==> config.mk <==
export PLATFORM = sky130hd
export DESIGN_NAME = text_row_fetcher_flat
export DESIGN_NICKNAME = d
export VERILOG_FILES = /design/src/rtl/apple_text_pkg.sv /design/src/rtl/text_row_fetcher_if.sv /design/src/rtl/text_line_buffer.sv /design/src/rtl/text_row_fetcher.sv /design/src/flat_wrapper.sv
export SDC_FILE = /design/constraint.sdc
export NUM_CORES = 1
export LEC_CHECK = 0
export CAP_MARGIN = 5
export CORE_MARGIN = 4
export CORE_UTILIZATION = 61
export DETAILED_ROUTE_END_ITERATION = 8
export PLACE_DENSITY = 0.8
export SLEW_MARGIN = 20
export SYNTH_ARGS = -nofsm -noshare
export SYNTH_HDL_FRONTEND = slang
export SYNTH_SLANG_ARGS = --single-unit
==> constraint.sdc <==
create_clock -name clkVGA -period 2.8 [get_ports clkVGA]
set_input_delay 0.42 -clock clkVGA [delete_from_list [all_inputs] [get_ports clkVGA]]
set_output_delay 0.42 -clock clkVGA [all_outputs]
set_load 0.03 [all_outputs]
==> src/rtl/apple_text_pkg.sv <==
// Shared constants, fetch FSM state type and the interleaved Apple II text
// row address helper used by the text row fetcher.
package apple_text_pkg;

  localparam logic [15:0] BASE_PAGE1     = 16'h0400;
  localparam logic [15:0] BASE_PAGE2     = 16'h0800;
  localparam int unsigned COLS           = 40;
  localparam int unsigned ROWS           = 24;
  localparam logic [7:0]  FILL_CHAR      = 8'hA0;
  localparam int unsigned TIMEOUT_CYCLES = 64;

  typedef enum logic [1:0] {StIdle, StReq, StFill, StDone} fetch_state_e;

  // Apple text memory is interleaved: row[2:0] selects a 128-byte block,
  // row[4:3] selects one of three 40-byte thirds inside that block.
  function automatic logic [15:0] row_addr(input logic [4:0] row, input logic [5:0] col,
                                           input logic page2);
    logic [15:0] base;
    base = page2 ? BASE_PAGE2 : BASE_PAGE1;
    return base + {6'd0, row[2:0], 7'd0} + (16'(row[4:3]) * 16'd40) + {10'd0, col};
  endfunction

endpackage

==> src/rtl/text_row_fetcher_if.sv <==
// Memory read bus of the text row fetcher.
//   memReq  : read request, held high across a whole row
//   memAddr : read address, stable while memReq=1
//   memAck  : read complete, memData valid in the same cycle
//   memData : character byte
interface text_row_fetcher_if;
  logic        memReq;
  logic [15:0] memAddr;
  logic        memAck;
  logic [7:0]  memData;

  modport master (output memReq, memAddr, input memAck, memData);
  modport slave  (input memReq, memAddr, output memAck, memData);
endinterface

==> src/rtl/text_line_buffer.sv <==
// Ping-pong line buffer: 2 banks x COLS bytes, one valid flag per bank.
//   clk, rst          : clock, async active-high reset (clears flags and read register)
//   clr_en/clr_bank   : invalidate a bank when its fetch starts
//   set_en/set_bank   : mark a bank valid when its fetch completes
//   wr_en/bank/col/data : write port
//   rd_en/bank/col    : registered read port; rd_data is FILL_CHAR when not
//                       enabled, bank invalid or column out of range
//   valid             : current bank valid flags
module text_line_buffer
  import apple_text_pkg::*;
(
  input  logic       clk,
  input  logic       rst,
  input  logic       clr_en,
  input  logic       clr_bank,
  input  logic       set_en,
  input  logic       set_bank,
  input  logic       wr_en,
  input  logic       wr_bank,
  input  logic [5:0] wr_col,
  input  logic [7:0] wr_data,
  input  logic       rd_en,
  input  logic       rd_bank,
  input  logic [5:0] rd_col,
  output logic [1:0] valid,
  output logic [7:0] rd_data
);

  logic [7:0] mem_q [2][COLS];
  logic [1:0] valid_q, valid_d;
  logic [7:0] rd_data_q, rd_data_d;

  always_ff @(posedge clk) begin
    if (wr_en) mem_q[wr_bank][wr_col] <= wr_data;
  end

  always_comb begin
    valid_d = valid_q;
    if (clr_en) valid_d[clr_bank] = 1'b0;
    if (set_en) valid_d[set_bank] = 1'b1;
  end

  always_comb begin
    rd_data_d = FILL_CHAR;
    if (rd_en && valid_q[rd_bank] && (32'(rd_col) < COLS)) rd_data_d = mem_q[rd_bank][rd_col];
  end

  always_ff @(posedge clk or posedge rst) begin
    if (rst) begin
      valid_q   <= 2'b00;
      rd_data_q <= 8'h00;
    end else begin
      valid_q   <= valid_d;
      rd_data_q <= rd_data_d;
    end
  end

  assign valid   = valid_q;
  assign rd_data = rd_data_q;

endmodule

==> src/rtl/text_row_fetcher.sv <==
// Apple II 40x24 text row fetcher. Pulls each text row from video memory
// during horizontal blanking into a ping-pong line buffer and serves the
// character code for the current pixel with one cycle of latency.
//   clkVGA, rst        : clock, async active-high reset
//   xPos, yPos, active : Apple pixel coordinate and in-window flag
//   hblankStart        : fetch trigger pulse, after the line given by yPos
//   page2              : text page select, sampled at fetch start
//   mem                : memory read bus (master)
//   charApple          : character code for the character generator
//   xPosOut, yPosOut, activeOut : coordinates aligned with charApple
//   underrun           : sticky fetch-too-late / overlap / timeout flag
// Build option: define TEXT_FETCH_TIMEOUT_EN to add an ack watchdog that
// fills the rest of a stalled row with FILL_CHAR.
module text_row_fetcher
  import apple_text_pkg::*;
(
  input  logic               clkVGA,
  input  logic               rst,
  input  logic [9:0]         xPos,
  input  logic [9:0]         yPos,
  input  logic               active,
  input  logic               hblankStart,
  input  logic               page2,
  text_row_fetcher_if.master mem,
  output logic [7:0]         charApple,
  output logic [9:0]         xPosOut,
  output logic [9:0]         yPosOut,
  output logic               activeOut,
  output logic               underrun
);

  localparam logic [5:0] LastCol = 6'(COLS - 1);

  fetch_state_e state_q, state_d;
  logic [4:0]   row_q, row_d;
  logic         page2_q, page2_d;
  logic [5:0]   col_q, col_d;
  logic         start_q, start_d;
  logic         underrun_q, underrun_d;
  logic [9:0]   xpos_q, ypos_q;
  logic         active_q;

  logic         trig_hit;
  logic [4:0]   trig_row;
  logic         launch;
  logic [4:0]   launch_row;
  logic         busy_trig;
  logic         timeout_hit;
  logic         req;
  logic         wr_en;
  logic [7:0]   wr_data;
  logic         set_en;
  logic [1:0]   bank_valid;
  logic         rd_bank;
  logic [5:0]   rd_col;

  // yPos=191 also has [2:0]=7, so one compare covers both trigger cases.
  assign trig_hit = hblankStart && (yPos[2:0] == 3'd7) && (yPos <= 10'd191);
  assign trig_row = (yPos == 10'd191) ? 5'd0 : yPos[7:3] + 5'd1;

`ifdef TEXT_FETCH_TIMEOUT_EN
  localparam int unsigned CntW = $clog2(TIMEOUT_CYCLES + 1);
  logic [CntW-1:0] cnt_q, cnt_d;
  logic            cnt_expired;

  assign cnt_expired = (cnt_q == CntW'(TIMEOUT_CYCLES - 1));

  always_comb begin
    cnt_d = '0;
    if (state_q == StReq && !mem.memAck) cnt_d = cnt_q + 1'b1;
  end

  always_ff @(posedge clkVGA or posedge rst) begin
    if (rst) cnt_q <= '0;
    else     cnt_q <= cnt_d;
  end
`endif

  always_comb begin
    state_d     = state_q;
    row_d       = row_q;
    page2_d     = page2_q;
    col_d       = col_q;
    start_d     = start_q;
    launch      = 1'b0;
    launch_row  = 5'd0;
    set_en      = 1'b0;
    wr_en       = 1'b0;
    wr_data     = mem.memData;
    req         = 1'b0;
    busy_trig   = 1'b0;
    timeout_hit = 1'b0;
    unique case (state_q)
      StIdle: begin
        // start_q forces the row-0 fetch right after reset.
        if (start_q || trig_hit) begin
          launch     = 1'b1;
          launch_row = start_q ? 5'd0 : trig_row;
          start_d    = 1'b0;
          row_d      = launch_row;
          page2_d    = page2;
          col_d      = 6'd0;
          state_d    = StReq;
        end
      end
      StReq: begin
        req = 1'b1;
        if (mem.memAck) begin
          wr_en = 1'b1;
          if (col_q == LastCol) state_d = StDone;
          else                  col_d   = col_q + 6'd1;
        end
`ifdef TEXT_FETCH_TIMEOUT_EN
        else if (cnt_expired) begin
          timeout_hit = 1'b1;
          state_d     = StFill;
        end
`endif
      end
`ifdef TEXT_FETCH_TIMEOUT_EN
      StFill: begin
        wr_en   = 1'b1;
        wr_data = FILL_CHAR;
        if (col_q == LastCol) state_d = StDone;
        else                  col_d   = col_q + 6'd1;
      end
`endif
      StDone: begin
        set_en  = 1'b1;
        state_d = StIdle;
      end
      default: state_d = StIdle;
    endcase
    if (state_q != StIdle && trig_hit) busy_trig = 1'b1;
  end

  assign rd_bank = yPos[3];
  assign rd_col  = 6'(xPos / 10'd7);

  assign underrun_d = underrun_q | busy_trig | timeout_hit | (active & ~bank_valid[rd_bank]);

  always_ff @(posedge clkVGA or posedge rst) begin
    if (rst) begin
      state_q    <= StIdle;
      row_q      <= 5'd0;
      page2_q    <= 1'b0;
      col_q      <= 6'd0;
      start_q    <= 1'b1;
      underrun_q <= 1'b0;
      xpos_q     <= 10'd0;
      ypos_q     <= 10'd0;
      active_q   <= 1'b0;
    end else begin
      state_q    <= state_d;
      row_q      <= row_d;
      page2_q    <= page2_d;
      col_q      <= col_d;
      start_q    <= start_d;
      underrun_q <= underrun_d;
      xpos_q     <= xPos;
      ypos_q     <= yPos;
      active_q   <= active;
    end
  end

  // req comes straight from the async-reset state, so it drops with rst.
  assign mem.memReq  = req;
  assign mem.memAddr = req ? row_addr(row_q, col_q, page2_q) : 16'h0000;

  text_line_buffer u_line_buffer (
    .clk      (clkVGA),
    .rst      (rst),
    .clr_en   (launch),
    .clr_bank (launch_row[0]),
    .set_en   (set_en),
    .set_bank (row_q[0]),
    .wr_en    (wr_en),
    .wr_bank  (row_q[0]),
    .wr_col   (col_q),
    .wr_data  (wr_data),
    .rd_en    (active),
    .rd_bank  (rd_bank),
    .rd_col   (rd_col),
    .valid    (bank_valid),
    .rd_data  (charApple)
  );

  assign xPosOut   = xpos_q;
  assign yPosOut   = ypos_q;
  assign activeOut = active_q;
  assign underrun  = underrun_q;

endmodule

==> src/flat_wrapper.sv <==
// flat-port wrapper written by rule: the top's interface ports become plain ports
module text_row_fetcher_flat import apple_text_pkg::*;
  (clkVGA, rst, xPos, yPos, active, hblankStart, page2, charApple, xPosOut, yPosOut, activeOut, underrun, mem_memReq, mem_memAddr, mem_memAck, mem_memData);
  text_row_fetcher_if mem_i ();
  input  logic clkVGA;
  input  logic rst;
  input  logic [9:0] xPos;
  input  logic [9:0] yPos;
  input  logic active;
  input  logic hblankStart;
  input  logic page2;
  output logic [7:0] charApple;
  output logic [9:0] xPosOut;
  output logic [9:0] yPosOut;
  output logic activeOut;
  output logic underrun;
  output wire logic [$bits(mem_i.memReq)-1:0] mem_memReq;
  output wire logic [$bits(mem_i.memAddr)-1:0] mem_memAddr;
  input wire logic [$bits(mem_i.memAck)-1:0] mem_memAck;
  input wire logic [$bits(mem_i.memData)-1:0] mem_memData;
  assign mem_memReq = mem_i.memReq;
  assign mem_memAddr = mem_i.memAddr;
  assign mem_i.memAck = mem_memAck;
  assign mem_i.memData = mem_memData;
  text_row_fetcher u_core (.clkVGA(clkVGA), .rst(rst), .xPos(xPos), .yPos(yPos), .active(active), .hblankStart(hblankStart), .page2(page2), .mem(mem_i), .charApple(charApple), .xPosOut(xPosOut), .yPosOut(yPosOut), .activeOut(activeOut), .underrun(underrun));
endmodule
==> flow_summary.html, run 1 <==
<table>
<tr><th>Metric</th><th>Value</th></tr>
<tr><th colspan="2">Worst hold path</th></tr>
<tr><td>Min-Delay Path Class</td><td>in -&gt; reg</td></tr>
<tr><th colspan="2">Synthesis</th></tr>
<tr><td>Synthesized cell area</td><td>28000 um2</td></tr>
<tr><td>FFs w/ async S/R, synth</td><td>6.84%</td></tr>
<tr><td>YS warnings</td><td>0</td></tr>
<tr><td>Count of mapped cells out of synthesis</td><td>1626</td></tr>
<tr><td>Post-synthesis sequential area ratio</td><td>72.9%</td></tr>
<tr><td>Largest area contributor in the synthesized netlist</td><td>sky130_fd_sc_hd__edfxtp_1</td></tr>
<tr><td>Number of flops mapped to enable cells by yosys</td><td>640</td></tr>
<tr><td>Seq cells post-synth</td><td>687</td></tr>
<tr><td>Area share of the leading cell type in the synthesized netlist</td><td>68.7%</td></tr>
<tr><td>Average cell area after synthesis</td><td>17.2 um2</td></tr>
<tr><td>Distinct cell type count after synthesis</td><td>73</td></tr>
<tr><td>Main area contributors after synthesis</td><td>sky130_fd_sc_hd__edfxtp_1 (69%), sky130_fd_sc_hd__mux4_2 (8.9%), sky130_fd_sc_hd__dfrtp_1 (4.1%)</td></tr>
<tr><td>Top flip-flop cell by instance count after synthesis</td><td>sky130_fd_sc_hd__edfxtp_1</td></tr>
<tr><th colspan="2">Worst setup path</th></tr>
<tr><td>Category of the most critical setup path</td><td>in -&gt; reg</td></tr>
<tr><td>Kind of end point of the critical path</td><td>flip-flop</td></tr>
<tr><td>Slowest cell on the critical path</td><td>sky130_fd_sc_hd__o31a_4</td></tr>
<tr><td>Critical path data required time</td><td>3260 ps</td></tr>
<tr><td>Crit path buf inv count</td><td>6</td></tr>
<tr><td>Critical Path Fanout Max</td><td>8</td></tr>
<tr><td>Arr. time, crit path</td><td>4880 ps</td></tr>
<tr><td>Critical Path Start Type</td><td>input port</td></tr>
<tr><td>Critical path's largest stage delay</td><td>440 ps</td></tr>
<tr><td>Family with the most delay on the worst path</td><td>compound AO/OA/AOI/OAI gates</td></tr>
<tr><td>Cell Chain, Critical Path</td><td>buf_8, clkbuf_16, o21ai_1, o22ai_2, o31a_4, a21oi_4, o32ai_4, ha_1, nand2_1, nor2_1, nor2_1, nor3_1, mux2_4, a311oi_4, buf_6, buf_12, buf_12, buf_16, mux2i_1, a221oi_2, o21ai_0, a31oi_1, or4_1</td></tr>
<tr><th colspan="2">Timing</th></tr>
<tr><td>Final min period</td><td>4420 ps</td></tr>
<tr><td>RSZ-0062 raised after global routing</td><td>true</td></tr>
<tr><td>Share of the clock period used by the worst path</td><td>158%</td></tr>
<tr><td>Total count of max-transition violations in the final report</td><td>0</td></tr>
<tr><td>Final hold vios</td><td>0</td></tr>
<tr><td>Worst-margin pin slew</td><td>1000 ps</td></tr>
<tr><td>Highest Clock Rate</td><td>0.226 GHz</td></tr>
<tr><td>Worst hold slack across all endpoints</td><td>31.6 ps</td></tr>
<tr><td>Final sum of negative setup slack</td><td>-12410 ps</td></tr>
<tr><td>Worst setup skew after layout</td><td>26.2 ps</td></tr>
<tr><td>Post-layout worst setup margin</td><td>-1620 ps</td></tr>
<tr><td>Worst-case headroom to the max-slew limit</td><td>33.3%</td></tr>
<tr><td>Setup violations, final</td><td>10</td></tr>
<tr><th colspan="2">CTS</th></tr>
<tr><td>Maximum root-to-sink buffer count</td><td>3</td></tr>
<tr><td>CTS tree</td><td>yes</td></tr>
<tr><td>Reg clk slew, reported paths</td><td>60 ps</td></tr>
<tr><td>Buffer type at the clock tree root</td><td>sky130_fd_sc_hd__clkbuf_16</td></tr>
<tr><td># H-tree levels</td><td>3</td></tr>
<tr><td>Clock latency of the later-clocked register in the worst-skew pair</td><td>600 ps</td></tr>
<tr><td>Sinks on the clock net</td><td>687</td></tr>
<tr><td>CTS buffer count</td><td>67</td></tr>
<tr><th colspan="2">Detailed routing</th></tr>
<tr><td>Number of vias per cell</td><td>6.70</td></tr>
<tr><td>Number of vias after detailed routing</td><td>17782</td></tr>
<tr><td>DRC Markers</td><td>0</td></tr>
<tr><td>Number of DRC violations after detailed-routing iteration 0</td><td>2734</td></tr>
<tr><td>Wire per inst</td><td>29.4 um</td></tr>
<tr><td>Final antenna-violating net count</td><td>0</td></tr>
<tr><td>Final wirelength</td><td>78000 um</td></tr>
<tr><td>Drt pass-1 iters</td><td>5</td></tr>
<tr><th colspan="2">Layout</th></tr>
<tr><td>Final core utilization</td><td>76.7%</td></tr>
<tr><td>Area taken by multi-input logic gates</td><td>7800 um2</td></tr>
<tr><td>Layout cell share with drive strength beyond 1</td><td>32.9%</td></tr>
<tr><td>Non-Filler Instances</td><td>2655</td></tr>
<tr><td>Reg area</td><td>20400 um2</td></tr>
<tr><td>Number of fill cells in the layout</td><td>2312</td></tr>
<tr><td>Synth-to-Final Area Change</td><td>24.4%</td></tr>
<tr><td>Total number of nets in the final design</td><td>2045</td></tr>
<tr><th colspan="2">Status</th></tr>
<tr><td>Run status</td><td>complete, but fails checks</td></tr>
<tr><td>Failing checks</td><td>negative setup slack</td></tr>
<tr><th colspan="2">Floorplan</th></tr>
<tr><td>Effective utilization at floorplan</td><td>61.7%</td></tr>
<tr><td>Ports placed on the boundary</td><td>81</td></tr>
<tr><td>Chip height</td><td>222 um</td></tr>
<tr><td>Die extent in x</td><td>222 um</td></tr>
<tr><td>Number of standard-cell rows in the floorplan</td><td>78</td></tr>
<tr><td>Placeable Area</td><td>45400 um2</td></tr>
<tr><td>DIE AREA</td><td>49400 um2</td></tr>
<tr><th colspan="2">Global routing</th></tr>
<tr><td>Largest net degree at the start of global routing</td><td>81</td></tr>
<tr><td>Via count of the first global-routing pass</td><td>17581</td></tr>
<tr><td>Number of antenna violations at the first check in global routing</td><td>1</td></tr>
<tr><td>All-layer global routing usage</td><td>30.4%</td></tr>
<tr><td>Global-route wire length before repair</td><td>113000 um</td></tr>
<tr><td>Remaining global-route overflow</td><td>0</td></tr>
<tr><th colspan="2">Power and ir drop</th></tr>
<tr><td>Leakage</td><td>12.1 nW</td></tr>
<tr><td>Worst IR drop on VDD</td><td>0.695 mV</td></tr>
<tr><td>Post-layout total power</td><td>0.0266 W</td></tr>
<tr><td>Power density over the cells</td><td>764 nW/um2</td></tr>
<tr><th colspan="2">Place</th></tr>
<tr><td>Total of buffers placed on input and output ports</td><td>76</td></tr>
<tr><td>Post-Place Cells</td><td>2484</td></tr>
<tr><td>Global placement routability congestion</td><td>0.932</td></tr>
<tr><td>Half-perimeter wire length after detailed placement</td><td>45200 um</td></tr>
<tr><th colspan="2">Job</th></tr>
<tr><td>Number of violations of the max-capacitance limit</td><td>0</td></tr>
</table>
## path summary, 6_finish.rpt
kind,startpoint,depth (start not counted),end,slack (ps)
setup / recovery,xPos[8],23,u_core.u_line_buffer.rd_data[5]$_DFF_PP0_,-1620
hold / removal,xPos[7],1,u_core.xPosOut[7]$_DFF_PP0_,30
setup reg to reg,u_core.state_q[1]$_DFFE_PP0P_,7,u_core.u_line_buffer.mem_q[1][279]$_DFFE_PP_,180
hold reg to reg,u_core.underrun$_DFF_PP0_,2,u_core.underrun$_DFF_PP0_,500
max in group asynchronous,rst,3,u_core.u_line_buffer.rd_data[1]$_DFF_PP0_,1690
min in group asynchronous,rst,2,u_core.row_q[1]$_DFFE_PP0P_,360
## final cells by class
cell class | count | share of cell area (%)
Clock inverter | 27 | 0.651
Inverter | 8 | 0.0863
Tap cell | 600 | 2.16
Sequential cell | 687 | 58.6
Timing Repair Buffer | 394 | 10.6
Clock buffer | 92 | 5.47
Antenna cell | 1 | 0.00719
Multi-Input combinational cell | 846 | 22.4
## cell usage in the layout (no fill, tap or decap), drive strengths merged, types with 6 or more instances in the layout
master and n:
a211oi 26, a21oi 32, a221oi 9, a22oi 11, a311oi 6, a31oi 19, and2 21, buf 334
clkbuf 96, clkdlybuf4s50 52, clkinv 19, dfrtp 46, edfxtp 640, ha 6, inv 11, mux2 8
mux2i 101, mux4 111, nand2 132, nand2b 7, nand3 40, nor2 133, nor2b 7, nor3 19
o21ai 43, o22ai 17, o31ai 7, xnor2 6, xor2 8
## power by group
part	total, W	switching [W]	internal (W)
Clock	0.00891	0.00384	0.00506
Sequential	0.0116	0.000149	0.0115
Combinational	0.00606	0.00342	0.00264
## logic make-up (layout without fill, tap and decap cells)
group                    after synthesis  count (layout)  synth area share [%]
XOR/XNOR                              14              14                 0.438
multiplexers                         220             220                  12.9
AO/OA/AOI/OAI                        212             212                  5.28
flip-flops                           687             687                  72.9
adder cells (fa/ha/maj)                8               8                 0.376
buffers and inverters                 96             521                  1.95
AND/OR/NAND/NOR                      388             388                  6.14
other                                  1               5                0.0134
## repair_timing
item,in CTS,in global routing
cloned,7,4
buffers inserted,26,17
endpoints found under the setup margin,16,15
pin swaps,40,48
resized for setup,148,97
hold buffers,0,0
## cells in the mapped netlist (17+ instances only)
master and count:
sky130_fd_sc_hd__a31oi_1 18, sky130_fd_sc_hd__a21oi_1 30, sky130_fd_sc_hd__o21ai_0 40, sky130_fd_sc_hd__nand3_1 40
sky130_fd_sc_hd__mux4_2 111, sky130_fd_sc_hd__o22ai_1 17, sky130_fd_sc_hd__mux2i_1 100, sky130_fd_sc_hd__buf_4 17
sky130_fd_sc_hd__nor3_1 19, sky130_fd_sc_hd__clkbuf_1 34, sky130_fd_sc_hd__a211oi_1 26, sky130_fd_sc_hd__nor2_1 133
sky130_fd_sc_hd__dfrtp_1 46, sky130_fd_sc_hd__and2_1 19, sky130_fd_sc_hd__edfxtp_1 640, sky130_fd_sc_hd__nand2_1 132
## state kept, by name, summed over array words and instances, names as in the netlist
name                          count
u_core.xPosOut                   10
u_core.row_q                      5
u_core.u_line_buffer.mem_q      640
u_core.u_line_buffer.valid        2
u_core.page2_q                    1
u_core.state_q                    2
u_core.col_q                      6
u_core.u_line_buffer.rd_data      8
u_core.underrun                   1
u_core.start_q                    1
u_core.yPosOut                   10
u_core.activeOut                  1
## stage by stage
step,instance area (um2),setup slack [ps]
floorplan,28100,-1720
global route,34800,-1810
detailed placement,31300,-2660
global placement,31300,-2530
CTS,34200,-1420
finish,34800,-1620
## routing by layer
metal / track usage (%) / vias to the layer above / part of all wire, %
li1: - / 7199 / -
met1: 41.5 / 8881 / 35
met2: 48.8 / 1469 / 49
met3: 6.91 / 233 / 12
met4: 11.6 / 0 / 4.6
met5: 0 / - / 0
No activity file was read; power rests on OpenSTA's default activity.
==> run 2, diff against run 1 <==
- GPL_TIMING_DRIVEN: default -> 1
==> results of run 2 <==
Final layout, timing and power as in run 1 (identical DEF).
